**src/rtl/divisor_pkg.sv**
```systemverilog
// Types and constants shared by the divider arbiter and its tag FIFO.
package divisor_pkg;

  localparam int TAMANYO_DEF = 32;
  localparam int N_REQ_DEF   = 4;
  localparam int TAG_W       = (N_REQ_DEF > 1) ? $clog2(N_REQ_DEF) : 1;

  typedef logic [TAMANYO_DEF-1:0] operando_t;
  typedef logic [TAG_W-1:0]       tag_t;

  // Quotient reported for a short-circuited divide by zero
  localparam operando_t COC_DIV_CERO = '1;

endpackage

```
**src/rtl/divisor_tag_fifo.sv**
```systemverilog
// In-order FIFO of requester tags, one entry per divide in flight.
// Depth equals the number of requesters. Each requester has at most one
// outstanding divide, so a full FIFO can never be pushed.
module divisor_tag_fifo
  import divisor_pkg::*;
#(
  parameter int DEPTH = N_REQ_DEF
) (
  input  logic clk_i,
  input  logic rst_i,
  input  logic push_i,
  input  tag_t tag_i,
  input  logic pop_i,
  output logic empty_o,
  output tag_t head_o
);

  localparam int PW = (DEPTH > 1) ? $clog2(DEPTH) : 1;
  localparam int CW = $clog2(DEPTH + 1);

  tag_t          mem_q [DEPTH];
  logic [PW-1:0] wr_q, rd_q;
  logic [CW-1:0] cnt_q;
  logic          do_push, do_pop;

  function automatic logic [PW-1:0] nxt(input logic [PW-1:0] p);
    return (p == PW'(DEPTH - 1)) ? '0 : p + 1'b1;
  endfunction

  assign do_push = push_i & (cnt_q != CW'(DEPTH));
  assign do_pop  = pop_i  & (cnt_q != '0);
  assign empty_o = (cnt_q == '0);
  assign head_o  = mem_q[rd_q];

  // Storage has no reset; occupancy is tracked by the pointers
  always_ff @(posedge clk_i) begin
    if (do_push) mem_q[wr_q] <= tag_i;
  end

  // Pointers and occupancy; simultaneous push and pop leave the count unchanged
  always_ff @(posedge clk_i) begin
    if (rst_i) begin
      wr_q  <= '0;
      rd_q  <= '0;
      cnt_q <= '0;
    end else begin
      if (do_push) wr_q <= nxt(wr_q);
      if (do_pop)  rd_q <= nxt(rd_q);
      case ({do_push, do_pop})
        2'b10:   cnt_q <= cnt_q + 1'b1;
        2'b01:   cnt_q <= cnt_q - 1'b1;
        default: cnt_q <= cnt_q;
      endcase
    end
  end

endmodule

```
**src/rtl/divisor_arbitro_rr.sv**
```systemverilog
// Round-robin front end that shares one pipelined signed divider.
// The arbiter accepts one request per cycle and registers the operands
// toward the divider. A tag FIFO records which requester each issued divide
// belongs to, so that each result is returned to its originator.
// Optional feature DIVISOR_CERO_CHECK_EN: when defined, a zero denominator
// is answered locally on the next cycle with rsp_err set and is never issued.
// When undefined, it is issued to the divider and rsp_err stays 0.
// N_REQ must match N_REQ_DEF in divisor_pkg, because tag_t is sized from it.
module divisor_arbitro_rr
  import divisor_pkg::*;
#(
  parameter int tamanyo = TAMANYO_DEF,
  parameter int N_REQ   = N_REQ_DEF
) (
  input  logic                            clk_i,
  input  logic                            rst_i,
  input  logic [N_REQ-1:0]                req_valid_i,
  output logic [N_REQ-1:0]                req_ready_o,
  input  logic [N_REQ-1:0][tamanyo-1:0]   req_num_i,
  input  logic [N_REQ-1:0][tamanyo-1:0]   req_den_i,
  output logic [N_REQ-1:0]                rsp_valid_o,
  output logic [N_REQ-1:0][tamanyo-1:0]   rsp_coc_o,
  output logic [N_REQ-1:0][tamanyo-1:0]   rsp_res_o,
  output logic [N_REQ-1:0]                rsp_err_o,
  output logic                            div_start_o,
  output logic [tamanyo-1:0]              div_num_o,
  output logic [tamanyo-1:0]              div_den_o,
  input  logic                            div_done_i,
  input  logic [tamanyo-1:0]              div_coc_i,
  input  logic [tamanyo-1:0]              div_res_i,
  output logic                            err_orphan_o
);

  logic [N_REQ-1:0]              busy_q;
  tag_t                          last_q;
  logic                          div_start_q;
  logic [tamanyo-1:0]            div_num_q, div_den_q;
  logic [N_REQ-1:0]              rsp_valid_q, rsp_err_q;
  logic [N_REQ-1:0][tamanyo-1:0] rsp_coc_q, rsp_res_q;
  logic                          err_orphan_q;

  logic [N_REQ-1:0] elig, gnt_vec;
  logic             gnt_vld, zero_den, issue, pop;
  tag_t             gnt_idx, cand, head;
  logic             fifo_empty;

  assign elig = req_valid_i & ~busy_q;

  // Scan from the requester after the last grant, wrapping to index 0
  always_comb begin
    gnt_vld = 1'b0;
    gnt_idx = '0;
    cand    = '0;
    gnt_vec = '0;
    for (int k = 1; k <= N_REQ; k++) begin
      cand = tag_t'((int'(last_q) + k) % N_REQ);
      if (!gnt_vld && elig[cand]) begin
        gnt_vld = 1'b1;
        gnt_idx = cand;
      end
    end
    if (gnt_vld) gnt_vec[gnt_idx] = 1'b1;
  end

`ifdef DIVISOR_CERO_CHECK_EN
  assign zero_den = gnt_vld && (req_den_i[gnt_idx] == '0);
`else
  assign zero_den = 1'b0;
`endif

  // The grant output is held at zero in reset, when no state may change
  assign req_ready_o = rst_i ? '0 : gnt_vec;
  assign issue       = gnt_vld & ~zero_den & ~rst_i;
  assign pop         = div_done_i & ~fifo_empty;

  divisor_tag_fifo #(.DEPTH(N_REQ)) u_fifo (
    .clk_i   (clk_i),
    .rst_i   (rst_i),
    .push_i  (issue),
    .tag_i   (gnt_idx),
    .pop_i   (pop),
    .empty_o (fifo_empty),
    .head_o  (head)
  );

  // Issue register, busy tracking, response demux and orphan flag
  always_ff @(posedge clk_i) begin
    if (rst_i) begin
      busy_q       <= '0;
      last_q       <= tag_t'(N_REQ - 1);
      div_start_q  <= 1'b0;
      div_num_q    <= '0;
      div_den_q    <= '0;
      rsp_valid_q  <= '0;
      rsp_err_q    <= '0;
      rsp_coc_q    <= '0;
      rsp_res_q    <= '0;
      err_orphan_q <= 1'b0;
    end else begin
      div_start_q <= 1'b0;
      rsp_valid_q <= '0;
      rsp_err_q   <= '0;
      if (gnt_vld) last_q <= gnt_idx;
      if (issue) begin
        div_start_q     <= 1'b1;
        div_num_q       <= req_num_i[gnt_idx];
        div_den_q       <= req_den_i[gnt_idx];
        busy_q[gnt_idx] <= 1'b1;
      end
      // The head requester is busy, so it can never be the one issuing now
      if (pop) begin
        rsp_valid_q[head] <= 1'b1;
        rsp_coc_q[head]   <= div_coc_i;
        rsp_res_q[head]   <= div_res_i;
        busy_q[head]      <= 1'b0;
      end
`ifdef DIVISOR_CERO_CHECK_EN
      // A zero-divisor requester is not busy, so it never collides with a pop
      if (zero_den) begin
        rsp_valid_q[gnt_idx] <= 1'b1;
        rsp_err_q[gnt_idx]   <= 1'b1;
        rsp_coc_q[gnt_idx]   <= tamanyo'(COC_DIV_CERO);
        rsp_res_q[gnt_idx]   <= req_num_i[gnt_idx];
      end
`endif
      if (div_done_i && fifo_empty) err_orphan_q <= 1'b1;
    end
  end

  assign div_start_o  = div_start_q;
  assign div_num_o    = div_num_q;
  assign div_den_o    = div_den_q;
  assign rsp_valid_o  = rsp_valid_q;
  assign rsp_err_o    = rsp_err_q;
  assign rsp_coc_o    = rsp_coc_q;
  assign rsp_res_o    = rsp_res_q;
  assign err_orphan_o = err_orphan_q;

endmodule

```
**config.mk**
```make
export PLATFORM = sky130hd
export DESIGN_NAME = divisor_arbitro_rr
export DESIGN_NICKNAME = d
export VERILOG_FILES = /design/src/rtl/divisor_pkg.sv /design/src/rtl/divisor_tag_fifo.sv /design/src/rtl/divisor_arbitro_rr.sv
export SDC_FILE = /design/constraint.sdc
export NUM_CORES = 1
export LEC_CHECK = 0
export BUFFER_PORTS_ARGS = -buffer_cell sky130_fd_sc_hd__buf_2
export CAP_MARGIN = 40
export CORE_AREA = 4 4 256 258
export CTS_CLUSTER_SIZE = 8
export DETAILED_ROUTE_END_ITERATION = 10
export DIE_AREA = 0 0 260 262
export REMOVE_ABC_BUFFERS = 1
export SLEW_MARGIN = 20
export SYNTH_ARGS = -nofsm -noshare
export SYNTH_HDL_FRONTEND = slang
export SYNTH_HIERARCHICAL = 1
export SYNTH_SLANG_ARGS = --single-unit
```
**constraint.sdc**
```tcl
create_clock -name clk_i -period 5.7 [get_ports clk_i]
set_input_delay 0.285 -clock clk_i [delete_from_list [all_inputs] [get_ports clk_i]]
set_output_delay 0.285 -clock clk_i [all_outputs]
set_load 0.02 [all_outputs]
```
# ---- Yosys cells after proc, flatten, opt, wreduce, memory -nomap -nowiden
# Memories as Yosys holds them, arrays and structs flattened. A register that Yosys moved wholly into a read port is not among the register bits.
# Index checks and enable logic that the tools add are counted.
dict set report word_totals {
  register_bits 339
  ram_bits 8
  out_inout_bits 334
  wordCells 106
  n_memories 1
}
# name words word_bits read_ports rd_clocked_by_memory_dff wr line
set memory_table {}
lappend memory_table {u_fifo.mem_q 4 2 1 1 1 divisor_tag_fifo.sv:21} ;# tag_t mem_q [DEPTH];
dict set report classes {
  add_sub_neg 8
  magnitude_cmp 8
  eq_ne 5
  muxes 41
  bitwise_logic 12
  reduce_logical 13
}
# op count
set op_table {}
lappend op_table {{$bwmux 128} 2}
lappend op_table {{$bmux 32 s2} 2}
lappend op_table {{$mux 32} 3}
lappend op_table {{$demux 32 s2} 1}
lappend op_table {{$mux 4} 5}
lappend op_table {{$lt 2x3->1 const B} 6}
lappend op_table {{$mux 2} 8}
lappend op_table {{$mux 1} 13}
lappend op_table {{$add 2x1->2 const B} 4}
lappend op_table {{$and 4x4->4} 2}
lappend op_table {{$bmux 1 s2} 4}
lappend op_table {{$not 4->4} 2}
lappend op_table {{$eq 2x2->1 const B} 3}
lappend op_table {{$logic_and 1x1->1} 6}
lappend op_table {{$pmux 3 s2} 1}
lappend op_table {{$add 2x2->2 const B} 2}
lappend op_table {{$and 1x1->1} 4}
lappend op_table {{$demux 1 s2} 2}
lappend op_table {{$ge 2x1->1 const B} 2}
lappend op_table {{$or 4x4->4} 1}
lappend op_table {{$add 3x1->3 const B} 1}
lappend op_table {{$logic_not 1->1} 3}
lappend op_table {{$logic_not 3->1} 1}
lappend op_table {{$ne 3x3->1 const B} 1}
lappend op_table {{6 further kinds} 8}

# ---- Depth between registers and ports, before layout
dict set report logic_depth {
  ltp_word 23
  depth_mapped 12
  mapped_depth_nobuf 12
}

# ---- Hierarchy
# The synthesis kept the hierarchy.
# module n_inst cells_each area_per_inst_um2 seq_area_each_um2
set modules_own_cells {}
lappend modules_own_cells {divisor_arbitro_rr 1 994 11848.9 6646.4}
lappend modules_own_cells {divisor_tag_fifo 1 62 778.2 420.4}

# ---- Least setup slack after synthesis
# OpenSTA, ideal clock, no wires.
dict set report synth_timing {
  path_kind {reg-to-reg}
  from {register busy_q[2]}
  to {register u_fifo.cnt_q[2]}
  setup_ns 0.070
  arrival_time_ns 2.351
  t_required_ns 5.630
  setup_slack_ns 3.278
  path_stages_with_launch 13
  synth_period_minus_slack_ns 2.422
  path_cell_list {dfxtp_1 > nand2b_1 > nand2_1 > nor2_1 > nor2_1 > and2_4 > inv_1 > ha_1 > inv_1 > fa_1 > xor2_1 > or3_2 > a21oi_1}
}
dict set report synth_between {
  elab_chain_cells 18
  word_cells_on_any_way 26
  classes_between {eq/ne (2); mux (13); bitwise (4); reduce/logical (7)}
}
# element line
set synth_lines {}
lappend synth_lines {{start, declared} divisor_arbitro_rr.sv:34} ;# logic [N_REQ-1:0] busy_q;
lappend synth_lines {{start signal, assigned} divisor_arbitro_rr.sv:89} ;# busy_q <= '0;
lappend synth_lines {{start signal, assigned by index} divisor_arbitro_rr.sv:108} ;# busy_q[gnt_idx] <= 1'b1;
lappend synth_lines {{start signal, assigned by index} divisor_arbitro_rr.sv:115} ;# busy_q[head] <= 1'b0;
lappend synth_lines {{$not 4->4 *} divisor_arbitro_rr.sv:47} ;# assign elig = req_valid_i & ~busy_q;
lappend synth_lines {{$and 4x4->4 *} divisor_arbitro_rr.sv:47}
lappend synth_lines {{$bmux 1 s2} divisor_arbitro_rr.sv:57} ;# if (!gnt_vld && elig[cand]) begin
lappend synth_lines {{$mux 1 (not written as such)} divisor_arbitro_rr.sv:57}
lappend synth_lines {{$mux 1} divisor_arbitro_rr.sv:57}
lappend synth_lines {{$logic_not 1->1} divisor_arbitro_rr.sv:57}
lappend synth_lines {{$logic_and 1x1->1} divisor_arbitro_rr.sv:57}
lappend synth_lines {{$mux 1} divisor_arbitro_rr.sv:57}
lappend synth_lines {{[... 3 more ...]} -}
lappend synth_lines {{$logic_not 1->1} divisor_arbitro_rr.sv:57}
lappend synth_lines {{$logic_and 1x1->1} divisor_arbitro_rr.sv:57}
lappend synth_lines {{$mux 1 *} divisor_arbitro_rr.sv:57}
lappend synth_lines {{$and 1x1->1 *} divisor_arbitro_rr.sv:73} ;# assign issue = gnt_vld & ~zero_den & ~rst_i;
lappend synth_lines {{named net issue} divisor_arbitro_rr.sv:43} ;# logic gnt_vld, zero_den, issue, pop;
lappend synth_lines {{$and 1x1->1 *} divisor_tag_fifo.sv:30} ;# assign do_push = push_i & (cnt_q != CW'(DEPTH));
lappend synth_lines {{$eq 2x1->1 / $eq 2x2->1 (equally long branches)} divisor_tag_fifo.sv:49} ;# case ({do_push, do_pop})
lappend synth_lines {{$pmux 3 s2 / $reduce_bool 2->1 (equally long branches)} -}
lappend synth_lines {{end signal, assigned} divisor_tag_fifo.sv:50} ;# 2'b10: cnt_q <= cnt_q + 1'b1;
lappend synth_lines {{end signal, assigned} divisor_tag_fifo.sv:51} ;# 2'b01: cnt_q <= cnt_q - 1'b1;
lappend synth_lines {{end signal, assigned} divisor_tag_fifo.sv:52} ;# default: cnt_q <= cnt_q;
lappend synth_lines {{end, declared} divisor_tag_fifo.sv:23} ;# logic [CW-1:0] cnt_q;
# Mark *: on every way through the listed nets, which the timed path passes. The rest lies on a longest branch. The select of a mux whose other input is x is not followed.
# A chain may end at the register's enable or synchronous reset.

# ---- Final worst setup path
dict set report layout_timing {
  from {register busy_q[2]}
  to {register div_den_q[8], in the netlist div_den_o[8]}
}
dict set report layout_between {
  elab_chain_cells 16
  word_cells_on_any_way 27
  classes_between {mux (18); bitwise (3); reduce/logical (6)}
}
# element line
set layout_lines {}
lappend layout_lines {{$not 4->4 *} divisor_arbitro_rr.sv:47}
lappend layout_lines {{$and 4x4->4 *} divisor_arbitro_rr.sv:47}
lappend layout_lines {{$bmux 1 s2} divisor_arbitro_rr.sv:57}
lappend layout_lines {{$mux 1 (not written as such)} divisor_arbitro_rr.sv:57}
lappend layout_lines {{$mux 1} divisor_arbitro_rr.sv:57}
lappend layout_lines {{$logic_not 1->1} divisor_arbitro_rr.sv:57}
lappend layout_lines {{$logic_and 1x1->1} divisor_arbitro_rr.sv:57}
lappend layout_lines {{$mux 1} divisor_arbitro_rr.sv:57}
lappend layout_lines {{$logic_not 1->1} divisor_arbitro_rr.sv:57}
lappend layout_lines {{$logic_and 1x1->1} divisor_arbitro_rr.sv:57}
lappend layout_lines {{$mux 1} divisor_arbitro_rr.sv:57}
lappend layout_lines {{$logic_not 1->1} divisor_arbitro_rr.sv:57}
lappend layout_lines {{$logic_and 1x1->1} divisor_arbitro_rr.sv:57}
lappend layout_lines {{$mux 2} divisor_arbitro_rr.sv:57}
lappend layout_lines {{$bmux 32 s2} divisor_arbitro_rr.sv:107} ;# div_den_q <= req_den_i[gnt_idx];
lappend layout_lines {{$mux 32 (not written as such)} divisor_arbitro_rr.sv:107}
lappend layout_lines {{end signal, assigned} divisor_arbitro_rr.sv:107}
lappend layout_lines {{end, declared} divisor_arbitro_rr.sv:37} ;# logic [tamanyo-1:0] div_num_q, div_den_q;
# Mark *: on every way between the ends. The rest lies on a longest branch, timed or not. The select of a mux whose other input is x is not followed.

==> summary.md <==
| Metric | Value |
|---|---|
| MaxCap Viol Count | 0 |
| Max Buffers Root-to-Sink | 3 |
| Syn_area_per_cell | 11.96 sq um |
| Final antenna-violating net count | 0 |
| Fin area | 18790 sq um |
| Worst Setup Start Kind | register |
| Reg clk slew, reported paths | 0.05 ns |
| DP HPWL | 40.55 mm |
| Place WS | about 2.7 ns |
| Final worst path period need | 3.272 ns |
| # setup viols final | 0 |
| Max-slew headroom | 42.83% |
| Simple-Gate Fraction of Synth Area | 4.003% |
| Measured slew at the worst slew-check pin | 0.8576 ns |
| Switching power of the nets | 2.301 mW |
| Synth unique cells | 44 |
| CTS tree | done |
| Root buffer selected by CTS | clkbuf_16 |
| Count of state elements after synthesis | 349 |
| Final hold slack | around 0.034 ns |
| Slowest-stage cell, CP | o21a_4 |
| Final hold vios | 0 |
| Placer Congestion | 0.9150 |
| CP Max Fanout | slightly below 100 |
| Layout cell share with drive strength beyond 1 | 42.85% |
| FMAX | 0.3057 GHz |
| Hold Crit Class | primary input to register |
| Final worst slack | 2.428 ns |
| Lkg Pwr | roughly 9.0 nW |
| Compound-Gate Fraction of Synth Area | between 20% and 30% |
| DRC | 0 |
| CTS sink cnt | 349 |
| Max incr delay on CP | 0.59 ns |
| Commonest non-fill, non-tap cell in the layout | buf_2 |
| Initial antenna violation count | 21 |
| Post-synth EDFFs | 8 |
| Total chip power | 7.345 mW |
| Layout area overhead | 48.80% |
| Boundary Pins | 661 |
| WL/cell | 20.86 um |
| Gr ovfl total | 0 |
| Reg2reg setup slack | 2.43 ns |
| Synth warn | 6 |
| Worst Path Required | 6.11 ns |
| Setup bufs post-CTS | 0 |
| Clk_lat worst skew | around 0.57 ns |
| Drt total wl | about 54 mm |
| Via-to-Cell Ratio | 4.530 |
| Sw Ratio | 31.34% |
| TritonCTS buffer count | 50 |
| Post-synthesis adder-cell area fraction | 0.7531% |
| Pwr dens | 390.9 nW/um^2 |
| Delay-heaviest family, CP | buffers and inverters |
| RSZ-0062 raised after global routing | false |
| Arr. time, crit path | between 3 and 4 ns |
| Multiplexer share of the synthesized area | 10.66% |
| Asr flop ratio synth | 0% |
| All-Layer GR Usage | 14.75% |
| Iteration-0 DRC Markers | around 790 |
| Vias in the first global route | approximately 12000 |
| Total number of vias | 11840 |
| Critical path type | register to register |
| Placed Area | 16720 sq um |
| Gate Count Post-Synth | 1056 |
| Largest net degree at the start of global routing | 99 |
| Post_cts resized | 0 |
| First-pass GRT wire length | 77.02 mm |
| Synth Flop Type | dfxtp_1 |
| Die X | 260 um |
| Post-synthesis sequential area ratio | 55.97% |
| Main combinational cell family by area after synthesis | compound AO/OA/AOI/OAI gates |
| Clock group share of total power | 36.0% |
| Chip Height | 262 um |
| Pins Over Slew Limit | 0 |
| First drt pass iteration count | 7 |
| Critical Path End Type | register |
| Core area | 62970 sq um |
| Site Rows | 92 |
| H-tree depth | 2 |
| Critical-path cell list | nand2b_1 > a221oi_2 > o21a_4 > buf_12 > mux2i_1 > dlygate4sd3_1 > o221ai_1 |
| Port Buffers | 656 |
| Clk_skew | 0.01544 ns |
| Final cycle utilization of the critical path | 57.40% |
| Inst Count DP | approximately 2500 |
| Die area | 68120 sq um |
| Layout Nets | 2089 |
| Post-synthesis instance area | 12630 sq um |
| Finished Layout Cells | 2613 |
| Synth Area in XOR/XNOR | 0.1387% |
| Worst path bufs/invs | 2 |
| Most frequent cells in the layout | buf_2, dfxtp_1, a22o_1 |
| Initial core utilization | 20.05% |
| Gate power share | about a quarter |
| VDD IR-drop max | 0.1549 mV |
| Sequential power share | 39.5% |
| Run status | finished, final reports clean |
| Cell internal pwr | 5.043 mW |
kinds of logic after synthesis:
| group | after synthesis |
|---|---|
| other | 1 |
| flip-flops | 349 |
| adder cells (fa/ha/maj) | 7 |
| AND/OR/NAND/NOR | 110 |
| AO/OA/AOI/OAI | 347 |
| multiplexers | 132 |
| buffers and inverters | 108 |
| XOR/XNOR | 2 |
cells in the mapped netlist (all sizes together), types with 7 or more instances:
cell type  instances  share of area (%)
dfxtp            341                 54
a22o             256                 18
mux2i            130                 10
nand2             67                2.0
o221ai            64                4.4
buf               52                3.0
clkbuf            45                1.3
inv               11               0.33
nor2              11               0.33
nor3              10               0.48
edfxtp             8                1.9
nand2b             7               0.35
stage by stage:
| step | utilization [%] | setup TNS, ns |
|---|---|---|
| final | 29.84 | 0 |
| after global routing | 29.83 | 0 |
| after CTS | 29.73 | 0 |
| after detailed placement | 26.55 | 0 |
| after global placement | 26.47 | 0 |
| after floorplan | - | -7.633 |
repair_timing:
item / CTS / global route
endpoints found under the setup margin: 0 / 0
endpoints found under the hold margin: 217 / 0
hold buffers: 65 / 0
area by class of cell:
| class | count | area (sq um) |
|---|---|---|
| fillers | 6530 | 44180 |
| flip-flops and latches | 349 | 7067 |
| multi-input cells | 602 | 5082 |
| repair buffers | 741 | 4177 |
| clock buffers | 55 | 1280 |
| well taps | 846 | 1059 |
| clock inverters | 4 | 71.32 |
| inverters | 11 | 41.29 |
| diodes | 5 | 12.51 |
metal layers:
metal  up-vias  GRT usage (%)  part of all wire (%)
met2       632          25.29                    48
met1      5651          16.16                    36
met5         -              0                  0.17
met3       117          5.107                    10
li1       5423              -                     -
met4        14          7.765                   5.2
final timing paths:
path	cells after the start	end	from
max	7	div_den_o[8]$_SDFFE_PP0N_	busy_q[2]$_SDFF_PP0_
max reg2reg	7	div_den_o[8]$_SDFFE_PP0N_	busy_q[2]$_SDFF_PP0_
min	3	div_num_o[17]$_SDFFE_PP0N_	req_num_i[17]
min reg2reg	1	busy_q[2]$_SDFF_PP0_	busy_q[2]$_SDFF_PP0_
state kept, by name (all words and copies together), names as in the netlist, named ones only:
| signal | cells |
|---|---|
| rsp_coc_o | 128 |
| rsp_res_o | 128 |
| div_den_o | 32 |
| div_num_o | 32 |
| u_fifo/mem_q | 8 |
| busy_q | 4 |
| rsp_valid_o | 4 |
| u_fifo/cnt_q | 3 |
| last_q | 2 |
| u_fifo/rd_q | 2 |
| u_fifo/wr_q | 2 |
| div_start_o | 1 |
| err_orphan_o | 1 |
power groups by stage:
stage          sequential, mW  combinational [mW]  clock, mW
2_1_floorplan            3.23               0.843          0
3_3_place_gp             2.93                1.72          0
3_5_place_dp             2.94                1.77          0
4_1_cts                  2.90                1.81       2.72
5_1_grt                  2.93                1.92       2.81
6_report                 2.90                1.80       2.64
tightest hold or removal path: cells and delay by family:
kind | cells | cell delay [ns]
multiplexers | 1 | 0.06
AO/OA/AOI/OAI | 1 | 0.15
buffers and inverters | 1 | 0.07
Power figures use the tool's default switching activity.
